===== src/rtl/dvsd_pe_core_if.sv =====
// Request/encode bundle for dvsd_pe_core: request vector and enable in,
// registered index plus enable-out and group-select flags back.
interface dvsd_pe_core_if #(
  parameter int WIDTH = 8
);
  localparam int OUT_W = $clog2(WIDTH);

  logic [WIDTH-1:0] in;
  logic             en;
  logic [OUT_W-1:0] out;
  logic             eno;
  logic             gs;

  modport master (output in, en, input out, eno, gs);
  modport slave  (input in, en, output out, eno, gs);
endinterface


===== src/rtl/dvsd_pe_core.sv =====
// Registered priority encoder with enable-in/enable-out/group-select for cascading.
// Optional macro DVSD_PE_INREG_EN adds an input register stage (latency 2).
module dvsd_pe_core #(
  parameter int WIDTH = 8
) (
  input logic           clk,
  input logic           rst_n,
  dvsd_pe_core_if.slave pe
);
  localparam int OUT_W = $clog2(WIDTH);

  logic [WIDTH-1:0] in_p0;
  logic             en_p0;
  logic             any_p0;
  logic [OUT_W-1:0] out_nxt;
  logic             gs_nxt;
  logic             eno_nxt;
  logic [OUT_W-1:0] out_p1;
  logic             gs_p1;
  logic             eno_p1;

  // Highest set bit wins: later (higher) indices overwrite earlier ones.
  function automatic logic [OUT_W-1:0] prio_idx(input logic [WIDTH-1:0] req);
    logic [OUT_W-1:0] idx;
    idx = '0;
    for (int i = 0; i < WIDTH; i++) begin
      if (req[i]) idx = OUT_W'(i);
    end
    return idx;
  endfunction

`ifdef DVSD_PE_INREG_EN
  // Stage p0: registered request/enable sample
  always_ff @(posedge clk or negedge rst_n) begin
    if (!rst_n) begin
      in_p0 <= '0;
      en_p0 <= 1'b0;
    end else begin
      in_p0 <= pe.in;
      en_p0 <= pe.en;
    end
  end
`else
  assign in_p0 = pe.in;
  assign en_p0 = pe.en;
`endif

  always_comb begin
    any_p0  = |in_p0;
    gs_nxt  = en_p0 & any_p0;
    eno_nxt = en_p0 & ~any_p0;
    out_nxt = gs_nxt ? prio_idx(in_p0) : '0;
  end

  // Stage p1: output register
  always_ff @(posedge clk or negedge rst_n) begin
    if (!rst_n) begin
      out_p1 <= '0;
      gs_p1  <= 1'b0;
      eno_p1 <= 1'b0;
    end else begin
      out_p1 <= out_nxt;
      gs_p1  <= gs_nxt;
      eno_p1 <= eno_nxt;
    end
  end

  assign pe.out = out_p1;
  assign pe.gs  = gs_p1;
  assign pe.eno = eno_p1;
endmodule


===== src/flat_wrapper.sv =====
// flat-port wrapper written by rule: the top's interface ports become plain ports
module dvsd_pe_core_flat 
#(
  parameter int WIDTH = 8
)
  (clk, rst_n, pe_in, pe_en, pe_out, pe_eno, pe_gs);
  dvsd_pe_core_if #(.WIDTH(WIDTH)) pe_i ();
  input logic clk;
  input logic rst_n;
  input wire logic [$bits(pe_i.in)-1:0] pe_in;
  input wire logic [$bits(pe_i.en)-1:0] pe_en;
  output wire logic [$bits(pe_i.out)-1:0] pe_out;
  output wire logic [$bits(pe_i.eno)-1:0] pe_eno;
  output wire logic [$bits(pe_i.gs)-1:0] pe_gs;
  assign pe_i.in = pe_in;
  assign pe_i.en = pe_en;
  assign pe_out = pe_i.out;
  assign pe_eno = pe_i.eno;
  assign pe_gs = pe_i.gs;
  dvsd_pe_core #(.WIDTH(WIDTH)) u_core (.clk(clk), .rst_n(rst_n), .pe(pe_i));
endmodule

===== config.mk =====
export PLATFORM = sky130hd
export DESIGN_NAME = dvsd_pe_core_flat
export DESIGN_NICKNAME = d
export VERILOG_FILES = /design/src/rtl/dvsd_pe_core_if.sv /design/src/rtl/dvsd_pe_core.sv /design/src/flat_wrapper.sv
export SDC_FILE = /design/constraint.sdc
export NUM_CORES = 1
export LEC_CHECK = 0
export ABC_AREA = 1
export BUFFER_PORTS_ARGS = -buffer_cell sky130_fd_sc_hd__buf_2
export CORE_AREA = 2 2 39 41
export CTS_CLUSTER_SIZE = 40
export DETAILED_ROUTE_END_ITERATION = 10
export DIE_AREA = 0 0 41 43
export PLACE_DENSITY = 0.39
export SYNTH_ARGS = -nofsm -noshare
export SYNTH_HDL_FRONTEND = slang
export SYNTH_SLANG_ARGS = --single-unit

===== constraint.sdc =====
create_clock -name clk -period 0.8 [get_ports clk]
set_clock_uncertainty 0.05 [all_clocks]
set_input_delay 0 -clock clk [delete_from_list [all_inputs] [get_ports clk]]
set_output_delay 0 -clock clk [all_outputs]
set_load 0.01 [all_outputs]

==> flow_metrics.py, run 1 <==
metrics = {
    "floorplanning": {
        "die-area_mm2": 0.00176,
        "core_region_area_mm2": 0.00138,
        "io_pins": 16,
        "floorplan.die.width_um": 41,
        "placement_rows": 14,
        "die_h_um": 43,
        "initial_utilization_pct": 17.0,
    },
    "synth": {
        "syn-mean-instance-area_um2": 8.11,
        "synth_top_flop_cell": "sky130_fd_sc_hd__dfrtp_1",
        "post-synth-top-count-cell": "sky130_fd_sc_hd__inv_1",
        "netlist_area_um2": 235,
        "post_synth_inst_count": 29,
        "synth.yosys.warnings": 0,
        "synth-async-reset-ratio_pct": 100,
        "netlist-cell-type-count": 11,
        "synthDominantCellAreaShare_pct": 53.2,
        "synth_edf_count": 0,
        "synth_nets": 40,
        "synth.top_cells.by_count": "8 x sky130_fd_sc_hd__inv_1, 5 x sky130_fd_sc_hd__dfrtp_1, 5 x sky130_fd_sc_hd__nand2_1",
        "synth.yosys.seq_area_share_pct": 53.2,
        "ys_top_cells_by_area": "sky130_fd_sc_hd__dfrtp_1 53%, sky130_fd_sc_hd__inv_1 13%, sky130_fd_sc_hd__nand2_1 8.0%, sky130_fd_sc_hd__a21oi_1 6.4%, sky130_fd_sc_hd__nor2_2 5.3%",
        "netlist.top_cell.by_area": "sky130_fd_sc_hd__dfrtp_1",
        "synth-seq-cells": 5,
    },
    "place": {
        "placement.setup.worst_slack_ps": 33.5,
        "gp_congestion": 0.622,
        "placement.io_buffers": 15,
        "hpwl_um": 431,
        "place.detailed.instances": 61,
        "postPlaceCellArea_um2": 338,
    },
    "layout": {
        "drive_above_1_share_pct": 47.2,
        "multi_input_combinational_cell_area_um2": 88.8,
        "fillerInstances": 155,
        "synthToLayoutAreaGrowth_pct": 86.2,
        "nets": 65,
        "sequential_cell_area_um2": 125,
        "antennaDiodeCount": 0,
        "postLayoutCellArea_um2": 438,
        "post_layout_nonfiller_instances": 69,
        "finalCoreUtilization_pct": 31.6,
    },
    "grt": {
        "global_route_wire_length_before_repair_um": 897,
        "first_global_vias": 249,
        "grt_util_all_layers_pct": 7.53,
        "initial_antenna_violation_count": 0,
        "grt_start_max_net_pins": 6,
        "grt_overflow_total": 0,
    },
    "clocking": {
        "htreeDepth": 1,
        "tritoncts": "built",
        "tritoncts.num_buffers": 3,
        "clock_sink_count": 5,
        "clock_tree.buffer_depth": 2,
        "clock-root-buffer": "sky130_fd_sc_hd__clkbuf_4",
        "path_clk_slew_ps": 40,
    },
    "critical_path": {
        "wp_data_arrival_ps": 720,
        "critPathRequiredTime_ps": 750,
        "end_kind": "output pin",
        "critical_path_cell_count": 1,
        "critPathMaxFanout": 1,
        "timing_worst_setup_path_type": "register to output pin",
        "cp_top_family": "flip-flops",
        "cp_slowest_stage_delay_ps": 370,
        "crit_slowest_cell": "sky130_fd_sc_hd__dfrtp_1",
        "critical_path_buf_inv_count": 1,
        "crit_chain": "buf_6",
        "startpoint_type": "register",
    },
    "sta": {
        "finalMaxSlewViolations": 0,
        "timing.setup.tns_ps": 0,
        "finalWorstSetupSlack_ps": 27.5,
        "post-route-period-util_pct": 96.6,
        "setup_viol_count_final": 0,
        "timing.max_slew.rel_slack_pct": 88.9,
        "layout_min_cycle_time_ps": 772,
        "rsz0062_at_grt": "yes",
        "max_freq_ghz": 1.29,
        "finalHoldViolations": 0,
        "max_slew.worst_pin.slew_ps": 165,
    },
    "drt": {
        "totalWireLength_um": 517,
        "route.detailed.wl_per_inst_um": 7.49,
        "drt_first_iter_violations": 1,
        "post-route-drc-count": 0,
        "antenna_violating_nets_post_route": 0,
        "drtPass1Iterations": 2,
        "routed_via_density": 3.65,
        "vias": 252,
    },
    "pwr": {
        "p_leak_nw": 0.240,
        "vdd.ir_drop.worst_uv": 415,
        "areal_power_density_over_the_cells_mw_per_mm2": 1560,
    },
    "job": {
        "max_cap_viol_count": 0,
    },
    "worst_hold_path": {
        "hold_class": "input pin to register",
        "worstHoldPathCells": 3,
    },
    "status": {
        "outcome": "completed",
    },
}
## power breakdown
group	internal, mW	leakage [nW]	switching (mW)	total [mW]
registers	0.267	0.0621	0.00565	0.272
clock network	0.188	0.0150	0.0939	0.282
logic	0.0712	0.163	0.0558	0.127
total	0.526	0.240	0.155	0.681
## sequential cells by signal (all words and copies together) (netlist names)
signal and flops:
u_core.pe.out 3, u_core.pe.eno 1, u_core.pe.gs 1
## area by class of cell
| type | instances | area share (%) |
|---|---|---|
| clock buffers | 4 | 6.00 |
| inverters | 8 | 6.86 |
| multi-input cells | 16 | 20.3 |
| flip-flops and latches | 5 | 28.6 |
| well taps | 16 | 4.57 |
| repair buffers | 20 | 33.7 |
## logic make-up (layout without fill, tap and decap cells)
kind of cell,after synthesis,count (layout),synth area share [%]
compound gates,5,5,12.2
buf+inv,8,32,12.8
simple gates,11,11,21.8
flops,5,5,53.2
## tightest hold or removal path: cells and delay by family
kind,cells,cell delay [ps]
AO/OA/AOI/OAI,1,110
buffers and inverters,1,90
AND/OR/NAND/NOR,1,50
## worst paths after layout
| check | to | start |
|---|---|---|
| min in group asynchronous | u_core.pe.gs | rst_n |
| max in group asynchronous | u_core.pe.eno | rst_n |
| min | u_core.pe.out[2] | pe_in[4] |
| max | pe_out[1] | u_core.pe.out[1] |
## per-stage QoR
step                      hold WS [ps]  total power [mW]
after floorplan                   -346             0.313
after detailed placement          -234             0.368
after global placement            -231             0.370
after global routing              17.5             0.742
final                             13.3             0.681
after CTS                         2.78             0.676
## repair_timing
action	4_1_cts	5_1_grt
endpoints found under the setup margin	0	7
hold buffers	4	0
resized for setup	0	6
buffers inserted	0	0
hold endpoints to repair	10	0
## metal layers
layer	GRT usage [%]	share of wire, %
met3	3.66	14
met4	4.00	0
met2	11.9	45
met1	7.72	40
met5	0	0
## cells in the final DEF, fill, tap and decap left out
| cell | Yosys | layout |
|---|---|---|
| sky130_fd_sc_hd__buf_2 | 0 | 11 |
| sky130_fd_sc_hd__buf_6 | 0 | 4 |
| sky130_fd_sc_hd__dlygate4sd3_1 | 0 | 4 |
| sky130_fd_sc_hd__o21ai_0 | 1 | 1 |
| sky130_fd_sc_hd__nor2_2 | 2 | 2 |
| sky130_fd_sc_hd__a21oi_2 | 0 | 1 |
| sky130_fd_sc_hd__nand2_2 | 1 | 1 |
| sky130_fd_sc_hd__nand3_1 | 1 | 1 |
| sky130_fd_sc_hd__a21oi_1 | 3 | 2 |
| sky130_fd_sc_hd__nand2_1 | 5 | 5 |
| sky130_fd_sc_hd__nor2_1 | 1 | 1 |
| sky130_fd_sc_hd__buf_4 | 0 | 1 |
| sky130_fd_sc_hd__clkbuf_4 | 0 | 3 |
| sky130_fd_sc_hd__nor3_2 | 0 | 1 |
| sky130_fd_sc_hd__o21ai_2 | 1 | 1 |
| sky130_fd_sc_hd__dfrtp_1 | 5 | 5 |
| sky130_fd_sc_hd__clkbuf_1 | 0 | 1 |
| sky130_fd_sc_hd__inv_1 | 8 | 8 |
Note: power is estimated with default switching activity, not from simulation.
==> run 2: changes to the inputs <==
Clock period 0.8 ns to 0.9 ns, I/O delays scaled along.
==> run 2 against run 1 <==
Against the previous run:
- power down 15%
- clock power down 12%
- global-route usage decreased by 0.68 points
- combinational power decreased by 26%
- sequential power down 12%
- largest power group unchanged
- highest routed layer unchanged
==> flow_metrics.py, run 2 (synthesis results as in run 1) <==
metrics = {
    "layout": {
        "finalCoreUtilization_pct": 28.7,
        "layout.cells.most_common_list": "15 x sky130_fd_sc_hd__buf_2, 8 x sky130_fd_sc_hd__inv_1, 5 x sky130_fd_sc_hd__nand2_1, 5 x sky130_fd_sc_hd__dfrtp_1, 4 x sky130_fd_sc_hd__dlygate4sd3_1",
        "nets": 64,
        "fillerInstances": 172,
        "antennaDiodeCount": 0,
        "postLayoutCellArea_um2": 397,
        "post_layout_nonfiller_instances": 68,
        "synthToLayoutAreaGrowth_pct": 68.6,
        "largest_register_ffs": 3,
        "drive_above_1_share_pct": 42.3,
        "most_common_library_cell_in_the_layout_ignoring_fill_and_taps": "sky130_fd_sc_hd__buf_2",
    },
    "pwr": {
        "swShare_pct": 22.3,
        "clock_power_share_pct": 42.6,
        "switching_power_uw": 130,
        "combinationalPowerShare_pct": 16.3,
        "p_leak_nw": 0.227,
        "areal_power_density_over_the_cells_mw_per_mm2": 1460,
        "register_share_of_total_power_pct": 41.2,
        "report.power.total_uw": 581,
        "vdd.ir_drop.worst_uv": 316,
        "internal-power_uw": 451,
    },
    "critical_path": {
        "crit_slowest_cell": "sky130_fd_sc_hd__dfrtp_1",
        "cp_top_family": "flip-flops",
        "critPathMaxFanout": 1,
        "wp_data_arrival_ps": 720,
        "end_kind": "output pin",
        "cp_slowest_stage_delay_ps": 360,
        "timing_worst_setup_path_type": "register to output pin",
        "crit_chain": "buf_2",
        "startpoint_type": "register",
        "critPathRequiredTime_ps": 850,
        "critical_path_buf_inv_count": 1,
    },
    "clocking": {
        "tritoncts.num_buffers": 3,
        "postCtsHoldBufs": 4,
        "clock-root-buffer": "sky130_fd_sc_hd__clkbuf_4",
        "clock_sink_count": 5,
        "htreeDepth": 1,
        "cells_resized_by_post_cts_repair": 0,
        "path_clk_slew_ps": 40,
        "clock_tree.buffer_depth": 2,
        "tritoncts": "built",
        "post_cts_buffers": 0,
    },
    "floorplanning": {
        "placement_rows": 14,
        "initial_utilization_pct": 17.0,
        "io_pins": 16,
        "core_region_area_mm2": 0.00138,
        "floorplan.die.width_um": 41,
        "die-area_mm2": 0.00176,
        "die_h_um": 43,
    },
    "grt": {
        "global_route_wire_length_before_repair_um": 800,
        "initial_antenna_violation_count": 0,
        "grt_overflow_total": 0,
        "grt_start_max_net_pins": 6,
        "grt_util_all_layers_pct": 6.85,
        "first_global_vias": 221,
    },
    "drt": {
        "drtPass1Iterations": 1,
        "routed_via_density": 3.62,
        "totalWireLength_um": 496,
        "route.detailed.wl_per_inst_um": 7.29,
        "antenna_violating_nets_post_route": 0,
        "drt_first_iter_violations": 0,
        "vias": 246,
        "post-route-drc-count": 0,
    },
    "sta": {
        "max_freq_ghz": 1.29,
        "finalMaxSlewViolations": 0,
        "post-route-period-util_pct": 85.9,
        "finalWorstSetupSlack_ps": 127,
        "max_slew.worst_pin.slew_ps": 156,
        "timing.max_slew.rel_slack_pct": 89.5,
        "setup_viol_count_final": 0,
        "hold_slack_ps": 1.25,
        "timing.setup.tns_ps": 0,
        "layout_min_cycle_time_ps": 773,
        "rsz0062_at_grt": "no",
        "finalHoldViolations": 0,
    },
    "place": {
        "placement.setup.worst_slack_ps": 131,
        "gp_congestion": 0.615,
        "placement.io_buffers": 15,
        "postPlaceCellArea_um2": 330,
        "place.detailed.instances": 60,
    },
    "job": {
        "max_cap_viol_count": 0,
    },
    "status": {
        "outcome": "completed",
    },
    "worst_hold_path": {
        "hold_class": "input pin to register",
    },
}
-- run 2: path summary, 6_finish.rpt --
path,from,to,slack (ps),cells after the start
max in group asynchronous,rst_n,u_core.pe.out[2],620,2
setup / recovery,u_core.pe.out[2],pe_out[2],130,1
hold / removal,pe_in[0],u_core.pe.eno,1,4
min in group asynchronous,rst_n,u_core.pe.gs,50,2
-- run 2: power groups by stage --
stage	Sequential (mW)	Combinational, mW	Clock, mW
finish	0.239	0.0944	0.247
floorplan	0.249	0.0293	0
global route	0.239	0.109	0.281
detailed placement	0.242	0.0825	0
CTS	0.239	0.0956	0.264
global placement	0.242	0.0830	0
-- run 2: layout make-up --
class	instances	area [µm²]	share of cell area, %
sequential	5	125	31.5
timing repair buffer	19	115	29.0
multi-input combinational	16	80.1	20.2
inverter	8	30.0	7.57
clock buffer	4	26.3	6.62
tap	16	20.0	5.05
-- run 2: per-layer routing --
metal | up-vias | part of all wire (%) | routed length, µm | GRT usage [%]
li1 | 133 | - | - | -
met1 | 97 | 38 | 188 | 7.14
met2 | 16 | 44 | 217 | 10.6
met3 | 0 | 18 | 90 | 1.57
met4 | 0 | 0 | 0 | 6.00
met5 | - | 0 | 0 | 0
